**src/rtl/fini_pkg.sv**
```systemverilog
// Shared definitions for the FINI duplicate-check output stage: default
// data width, checker state encoding and the saturating counter step.
package fini_pkg;

  localparam int WIDTH_DEF = 5;

  typedef enum logic {
    RUN   = 1'b0,
    ALARM = 1'b1
  } chk_state_t;

  // Increment cnt by one, holding at max instead of wrapping.
  function automatic logic [31:0] sat_inc(input logic [31:0] cnt, input logic [31:0] max);
    return (cnt >= max) ? cnt : cnt + 32'd1;
  endfunction

endpackage

```
**src/rtl/fini_out_reg.sv**
```systemverilog
// Single-entry valid/ready output register. Data is forced to zero whenever
// the entry is empty, so a consumer can never observe stale or unchecked bits.
module fini_out_reg #(
  parameter int WIDTH = 5
) (
  input  logic             clk,
  input  logic             rst,
  input  logic             load,
  input  logic [WIDTH-1:0] load_data,
  input  logic             pop,
  input  logic             flush,
  output logic             valid,
  output logic [WIDTH-1:0] data
);

  // Flush wins over load; a pop without a load empties the entry.
  always_ff @(posedge clk or posedge rst) begin
    if (rst) begin
      valid <= 1'b0;
      data  <= '0;
    end else if (flush) begin
      valid <= 1'b0;
      data  <= '0;
    end else if (load) begin
      valid <= 1'b1;
      data  <= load_data;
    end else if (valid && pop) begin
      valid <= 1'b0;
      data  <= '0;
    end
  end

endmodule

```
**src/rtl/fini_dup_check_stage.sv**
```systemverilog
// Output stage behind two redundant copies of the FINI AND datapath.
// Matching pairs are forwarded through a one-entry register; mismatches are
// dropped and counted, and reaching THRESHOLD locks the stage in ALARM.
//
// Handshake: a transfer happens on a rising edge where valid and ready are
// both high; valid never waits on ready, and the output entry holds stable
// while out_valid=1 and out_ready=0.
//
// The checker state is observable on the alarm output (alarm = state==ALARM).
module fini_dup_check_stage
  import fini_pkg::*;
#(
  parameter int WIDTH     = WIDTH_DEF,
  parameter int CNT_W     = 4,
  parameter int THRESHOLD = 1
) (
  input  logic             clk,
  input  logic             rst,
  input  logic             in_valid,
  output logic             in_ready,
  input  logic [WIDTH-1:0] res_a,
  input  logic [WIDTH-1:0] res_b,
  output logic             out_valid,
  input  logic             out_ready,
  output logic [WIDTH-1:0] out_data,
  output logic             fault_pulse,
  output logic [CNT_W-1:0] fault_cnt,
  output logic             alarm,
  input  logic             clear_alarm
);

  localparam int unsigned    CNT_MAX = (1 << CNT_W) - 1;
  localparam logic [CNT_W-1:0] THR   = CNT_W'(THRESHOLD);

  chk_state_t       state_q;
  chk_state_t       state_next;
  logic [CNT_W-1:0] cnt_q;
  logic [CNT_W-1:0] cnt_next;
  logic [CNT_W-1:0] cnt_base;
  logic [CNT_W-1:0] cnt_inc;
  logic             pulse_q;
  logic             accept;
  logic             pair_match;
  logic             good_accept;
  logic             bad_accept;
  logic             flush;

  assign pair_match  = (res_a == res_b);
  assign accept      = in_valid && in_ready;
  assign good_accept = accept && pair_match;
  assign bad_accept  = accept && !pair_match;

  // Clear is applied before a same-cycle mismatch increment.
  assign cnt_base = clear_alarm ? '0 : cnt_q;
  assign cnt_inc  = CNT_W'(sat_inc(32'(cnt_base), 32'(CNT_MAX)));

  // State register.
  always_ff @(posedge clk or posedge rst) begin
    if (rst) state_q <= RUN;
    else     state_q <= state_next;
  end

  // Next-state and next-count logic.
  always_comb begin
    state_next = state_q;
    cnt_next   = cnt_q;
    case (state_q)
      RUN: begin
        if (bad_accept) begin
          cnt_next = cnt_inc;
          if (cnt_inc >= THR) state_next = ALARM;
        end else if (clear_alarm) begin
          cnt_next = '0;
        end
      end
      ALARM: begin
        if (clear_alarm) begin
          state_next = RUN;
          cnt_next   = '0;
        end
      end
      default: begin
        state_next = RUN;
        cnt_next   = '0;
      end
    endcase
  end

  // Handshake and flush outputs derived from the current/next state.
  always_comb begin
    in_ready = (state_q == RUN) && (!out_valid || out_ready);
    alarm    = (state_q == ALARM);
    flush    = (state_next == ALARM);
  end

  // Fault counter and registered mismatch pulse.
  always_ff @(posedge clk or posedge rst) begin
    if (rst) begin
      cnt_q   <= '0;
      pulse_q <= 1'b0;
    end else begin
      cnt_q   <= cnt_next;
      pulse_q <= bad_accept;
    end
  end

  assign fault_cnt   = cnt_q;
  assign fault_pulse = pulse_q;

  fini_out_reg #(
    .WIDTH(WIDTH)
  ) u_out_reg (
    .clk      (clk),
    .rst      (rst),
    .load     (good_accept),
    .load_data(res_a),
    .pop      (out_ready),
    .flush    (flush),
    .valid    (out_valid),
    .data     (out_data)
  );

endmodule

```
**config.mk**
```make
export PLATFORM = sky130hd
export DESIGN_NAME = fini_dup_check_stage
export DESIGN_NICKNAME = d
export VERILOG_FILES = /design/src/rtl/fini_pkg.sv /design/src/rtl/fini_out_reg.sv /design/src/rtl/fini_dup_check_stage.sv
export SDC_FILE = /design/constraint.sdc
export NUM_CORES = 1
export LEC_CHECK = 0
export CAP_MARGIN = 30
export CELL_PAD_IN_SITES_DETAIL_PLACEMENT = 1
export CELL_PAD_IN_SITES_GLOBAL_PLACEMENT = 2
export CORE_ASPECT_RATIO = 1.4
export CORE_UTILIZATION = 23
export CTS_BUF_LIST = sky130_fd_sc_hd__clkbuf_16
export CTS_CLUSTER_SIZE = 24
export DETAILED_ROUTE_END_ITERATION = 12
export PLACE_DENSITY_LB_ADDON = 0.1
export SLEW_MARGIN = 20
export SYNTH_ARGS = -nofsm -noshare
export SYNTH_HDL_FRONTEND = slang
export SYNTH_SLANG_ARGS = --single-unit
```
**constraint.sdc**
```tcl
create_clock -name clk -period 1.35 [get_ports clk]
set_input_delay 0.3375 -clock clk [delete_from_list [all_inputs] [get_ports clk]]
set_output_delay 0.3375 -clock clk [all_outputs]
set_load 0.02 [all_outputs]
```
==> impl_summary.md, run 1 <==
Final layout
0 antenna diodes ended up in the layout. The multi-input combinational cell area is 347 µm². The fraction of final layout cells sized beyond drive strength 1 is 0.417. After filler insertion, the fill cell instance count of the layout stands at ~300. After the last flow step, the layout net total stands at 119. The area of all sequential standard cells is ~300 µm². The area of all placed cells without fillers is 0.00115 mm². The area growth from synthesis to layout is 85.5%.

Place
The placed instances occupy a cell area of about 0.0011 mm². The port buffer count is 27. After legalization and detailed placement, the total HPWL measured ~1400 µm. At the end of routability-driven placement, the weighted congestion stood at 0.702. OpenSTA, run right after detailed placement, puts the worst setup slack at -0.605 ns.

Route
In the routed design, unresolved DRC markers number 0. For this run, the detailed router's first-pass iteration total came to 2. Once detail routing completed, the nets flagged for antenna violations numbered 0. In the routed layout, each cell is associated on average with a via count of 4.43. The number of design-rule violations left by the first detailed-router iteration is 2. The via count of the routed design is between 600 and 700. The mean routed wirelength per cell is 13.5 µm. The final layout contains routed wiring with a total length of 1840 µm.

Status
The flow ran to the end, but the final reports show violations. The final reports fail on negative setup slack.

Clock network
The clock-pin transition on the worst setup and hold timing paths is 0.05 ns. The cell sitting at the root of the clock tree is a sky130_fd_sc_hd__clkbuf_16. After clock tree synthesis, the setup repair step added 0 buffers. The number of buffers inserted for hold repair after clock tree synthesis is 0. The clock reaches the later pin of the worst-skew pair after around 0.24 ns. The number of levels in the clock H-tree is 1. The CTS buffer count is 3. The number of buffers on the longest clock path is 2.

TritonCTS built the clock tree. Counting every sink on the clock net gives 12.

Global route
In the global route stage, overall resource usage came out at 0.147. The first-pass GRT wire length is ~3100 µm. The number of global-route vias before repair is around 680. The maximum number of pins on one net before global-route repair is 13. The initial antenna violation count came to 0. The remaining global-route overflow is 0.

Worst setup path
The critical path startpoint category is a flip-flop. The biggest fanout along the worst timing path is 6. Walking the worst path, the cells encountered are nor2b_4 -> buf_6 -> or2_4 -> nor3_4 -> a22o_2. In this run the critical register-to-register path is launched from u_out_reg.valid. The launching instance or port of the critical path is u_out_reg.valid.

Data arrives at the worst endpoint at 1.57 ns. On the worst path, the slowest cell contributes a delay of around 0.4 ns. Counting buffers and inverters, the worst setup path is 5 cells deep.

STA puts the critical path data required time at 1.53 ns. The logic depth of the worst register-to-register path is 5. The number of buffers and inverters on the critical path is 1. Broken down by cell family, the worst path's largest delay share belongs to simple AND/OR/NAND/NOR gates. The startpoint-to-endpoint class of the critical path is flip-flop to flip-flop. Among all stages on the critical path, the largest delay is contributed by sky130_fd_sc_hd__dfrtp_2. The worst setup path is captured at a flip-flop.

Synth
The synthesized area is 621 µm². The sequential fraction of the synthesis area is 0.484. The most area-hungry cell type in the Yosys netlist is sky130_fd_sc_hd__dfrtp_1. Of the post-synthesis cell area, the dominant cell type holds 0.484.

In this run, synthesis inferred 0 flip-flops with an integrated enable. The most used flip-flop cell after synthesis is sky130_fd_sc_hd__dfrtp_1. The synthesis warning total is 0. In this run, distinct cell masters in the synthesized netlist total 24.

The average instance in the mapped netlist occupies 11.3 µm². The number of nets in the synthesized netlist is 70. By area the synthesized netlist is led by sky130_fd_sc_hd__dfrtp_1, sky130_fd_sc_hd__xnor2_1, sky130_fd_sc_hd__a22o_2, sky130_fd_sc_hd__nand2_1, sky130_fd_sc_hd__mux2i_1. In the synthesized netlist, the cells that appear most often are sky130_fd_sc_hd__dfrtp_1, sky130_fd_sc_hd__nand2_1, sky130_fd_sc_hd__inv_1, sky130_fd_sc_hd__xnor2_1. After technology mapping, the gate count stands at 55. The fraction of synthesis flops using an asynchronous set or reset pin is 1.00. The total of flip-flops plus latches after synthesis is 12. The most common cell in the synthesized netlist is sky130_fd_sc_hd__dfrtp_1.

STA
The setup clock skew after layout is around 0.0055 ns. Setup slack on the critical path of the routed design comes to -0.0414 ns. The actual slew at the worst max-slew pin is 0.278 ns. The hold violation total from the final report is 0.

The setup TNS after final layout is -0.161 ns. Headroom to the max-slew limit came out at 0.814. Setup violations remaining at the end of the flow were counted as 7. The upper clock frequency limit is 719 MHz. The part of the cycle the worst path needs is 1.03. The clock period minus worst slack is 1.39 ns.

The post-route worst hold slack is 0.386 ns. Setup repair after global routing could not meet its margin everywhere. The total count of max-transition violations in the final report came to 0.

Hold path
In this run the worst hold path is classified as input port to asynchronous set/reset pin.

Floorplan
The initial core utilization is 0.251. In this run the vertical extent of the chip is 63.5 µm. The floorplan has 21 rows. The number of primary I/O pins is 28. The die covers a little under 0.003 mm². The core box area is 0.00247 mm².

The chip width is 45.9 µm.

Run
The count of max-cap constraint violations is 0.

Pwr
For this design the ratio of total power to cell area is 1090 mW/mm². IR analysis of the VDD net gives a maximum drop of 0.843 mV. The analysis attributes to cell leakage a power of 0.000596 µW.
-- flip-flops by register name, indices dropped and copies added (netlist names) --
| signal | count |
|---|---|
| fault_cnt | 4 |
| u_out_reg.data | 5 |
| u_out_reg.valid | 1 |
| fault_pulse | 1 |
| alarm | 1 |
-- area by class of cell --
cell class,count,area share
Clock buffer,3,0.0652
Clock inverter,1,0.00326
Tap cell,34,0.0370
Timing Repair Buffer,44,0.314
Multi-Input combinational cell,38,0.301
Sequential cell,12,0.263
Inverter,5,0.0163
-- through the flow --
stage | utilization | std cells | total power, µW
after floorplan | - | 55 | 547
after global placement | 0.431 | 133 | 738
after detailed placement | 0.431 | 133 | 739
after CTS | 0.463 | 137 | 1270
after global routing | 0.466 | 137 | 1320
final | 0.466 | 137 | 1260
-- logic make-up (layout without fill, tap and decap cells) --
| kind of cell | Yosys count | after routing | share of synthesized area |
|---|---|---|---|
| AND/OR/NAND/NOR | 16 | 16 | 0.171 |
| AO/OA/AOI/OAI | 15 | 15 | 0.212 |
| flip-flops | 12 | 12 | 0.484 |
| XOR/XNOR | 5 | 5 | 0.0706 |
| buffers and inverters | 5 | 53 | 0.0302 |
| multiplexers | 2 | 2 | 0.0323 |
-- worst min-delay path, cell delays in order --
cell and delay [ns]:
sky130_fd_sc_hd__clkdlybuf4s50_1 0.39, sky130_fd_sc_hd__inv_1 0.05, sky130_fd_sc_hd__buf_4 0.20
-- cells in the final DEF (no fill, tap or decap) --
| cell | synthesis | layout |
|---|---|---|
| sky130_fd_sc_hd__xnor2_2 | 0 | 2 |
| sky130_fd_sc_hd__nor2_2 | 0 | 1 |
| sky130_fd_sc_hd__clkbuf_16 | 0 | 3 |
| sky130_fd_sc_hd__nand2_1 | 7 | 6 |
| sky130_fd_sc_hd__o41ai_2 | 0 | 1 |
| sky130_fd_sc_hd__buf_6 | 0 | 1 |
| sky130_fd_sc_hd__a31oi_1 | 1 | 1 |
| sky130_fd_sc_hd__nor2b_4 | 1 | 1 |
| sky130_fd_sc_hd__or2_4 | 1 | 1 |
| sky130_fd_sc_hd__buf_4 | 0 | 17 |
| sky130_fd_sc_hd__inv_1 | 5 | 6 |
| sky130_fd_sc_hd__buf_2 | 0 | 2 |
| sky130_fd_sc_hd__a22o_2 | 3 | 3 |
| sky130_fd_sc_hd__a211oi_2 | 0 | 1 |
| sky130_fd_sc_hd__nand3_2 | 1 | 1 |
| sky130_fd_sc_hd__dlygate4sd2_1 | 0 | 22 |
| sky130_fd_sc_hd__dfrtp_1 | 12 | 10 |
| sky130_fd_sc_hd__o2111ai_2 | 0 | 1 |
| sky130_fd_sc_hd__nor2_1 | 3 | 2 |
| sky130_fd_sc_hd__xnor2_1 | 5 | 3 |
| sky130_fd_sc_hd__o21a_1 | 1 | 1 |
| sky130_fd_sc_hd__dfrtp_2 | 0 | 2 |
| sky130_fd_sc_hd__nand2_2 | 0 | 1 |
| sky130_fd_sc_hd__clkdlybuf4s50_1 | 0 | 2 |
| sky130_fd_sc_hd__nor3_4 | 1 | 1 |
| sky130_fd_sc_hd__o21ai_2 | 1 | 1 |
| sky130_fd_sc_hd__or2_0 | 1 | 1 |
| sky130_fd_sc_hd__a221oi_2 | 1 | 2 |
| sky130_fd_sc_hd__o211ai_1 | 1 | 1 |
| sky130_fd_sc_hd__nand2b_4 | 1 | 1 |
| sky130_fd_sc_hd__mux2i_1 | 2 | 2 |
| sky130_fd_sc_hd__a22o_1 | 2 | 2 |
| sky130_fd_sc_hd__o21ai_0 | 1 | 1 |
-- report_power, final --
| group | internal [µW] | switching, µW |
|---|---|---|
| Clock | 390 | 155 |
| Sequential | 384 | 12.1 |
| Combinational | 157 | 163 |
-- worst paths after layout --
path	to	slack, ns
hold / removal	fault_cnt[3]	0.39
min in group clk	u_out_reg.data[4]	0.49
setup / recovery	u_out_reg.data[3]	-0.04
hold reg to reg	u_out_reg.data[4]	0.49
max in group asynchronous	u_out_reg.valid	0.79
setup reg to reg	u_out_reg.data[3]	-0.04
-- routing by layer --
metal | GRT usage | vias up | share of wire
li1 | - | 292 | -
met1 | 0.165 | 294 | 0.40
met2 | 0.259 | 17 | 0.55
met3 | 0.0287 | 4 | 0.041
met4 | 0.0551 | 0 | 0.017
met5 | 0 | - | 0
-- timing repair --
action	in CTS	in global routing
pin swaps	11	6
setup endpoints to repair	25	13
resized for setup	42	2
(Power assumes the default switching activity.)
==> run 2: changes to the inputs <==
- CTS_CLUSTER_DIAMETER: default -> 150
==> results of run 2 <==
The final DEF is identical to that of run 1; final timing and power are the same.
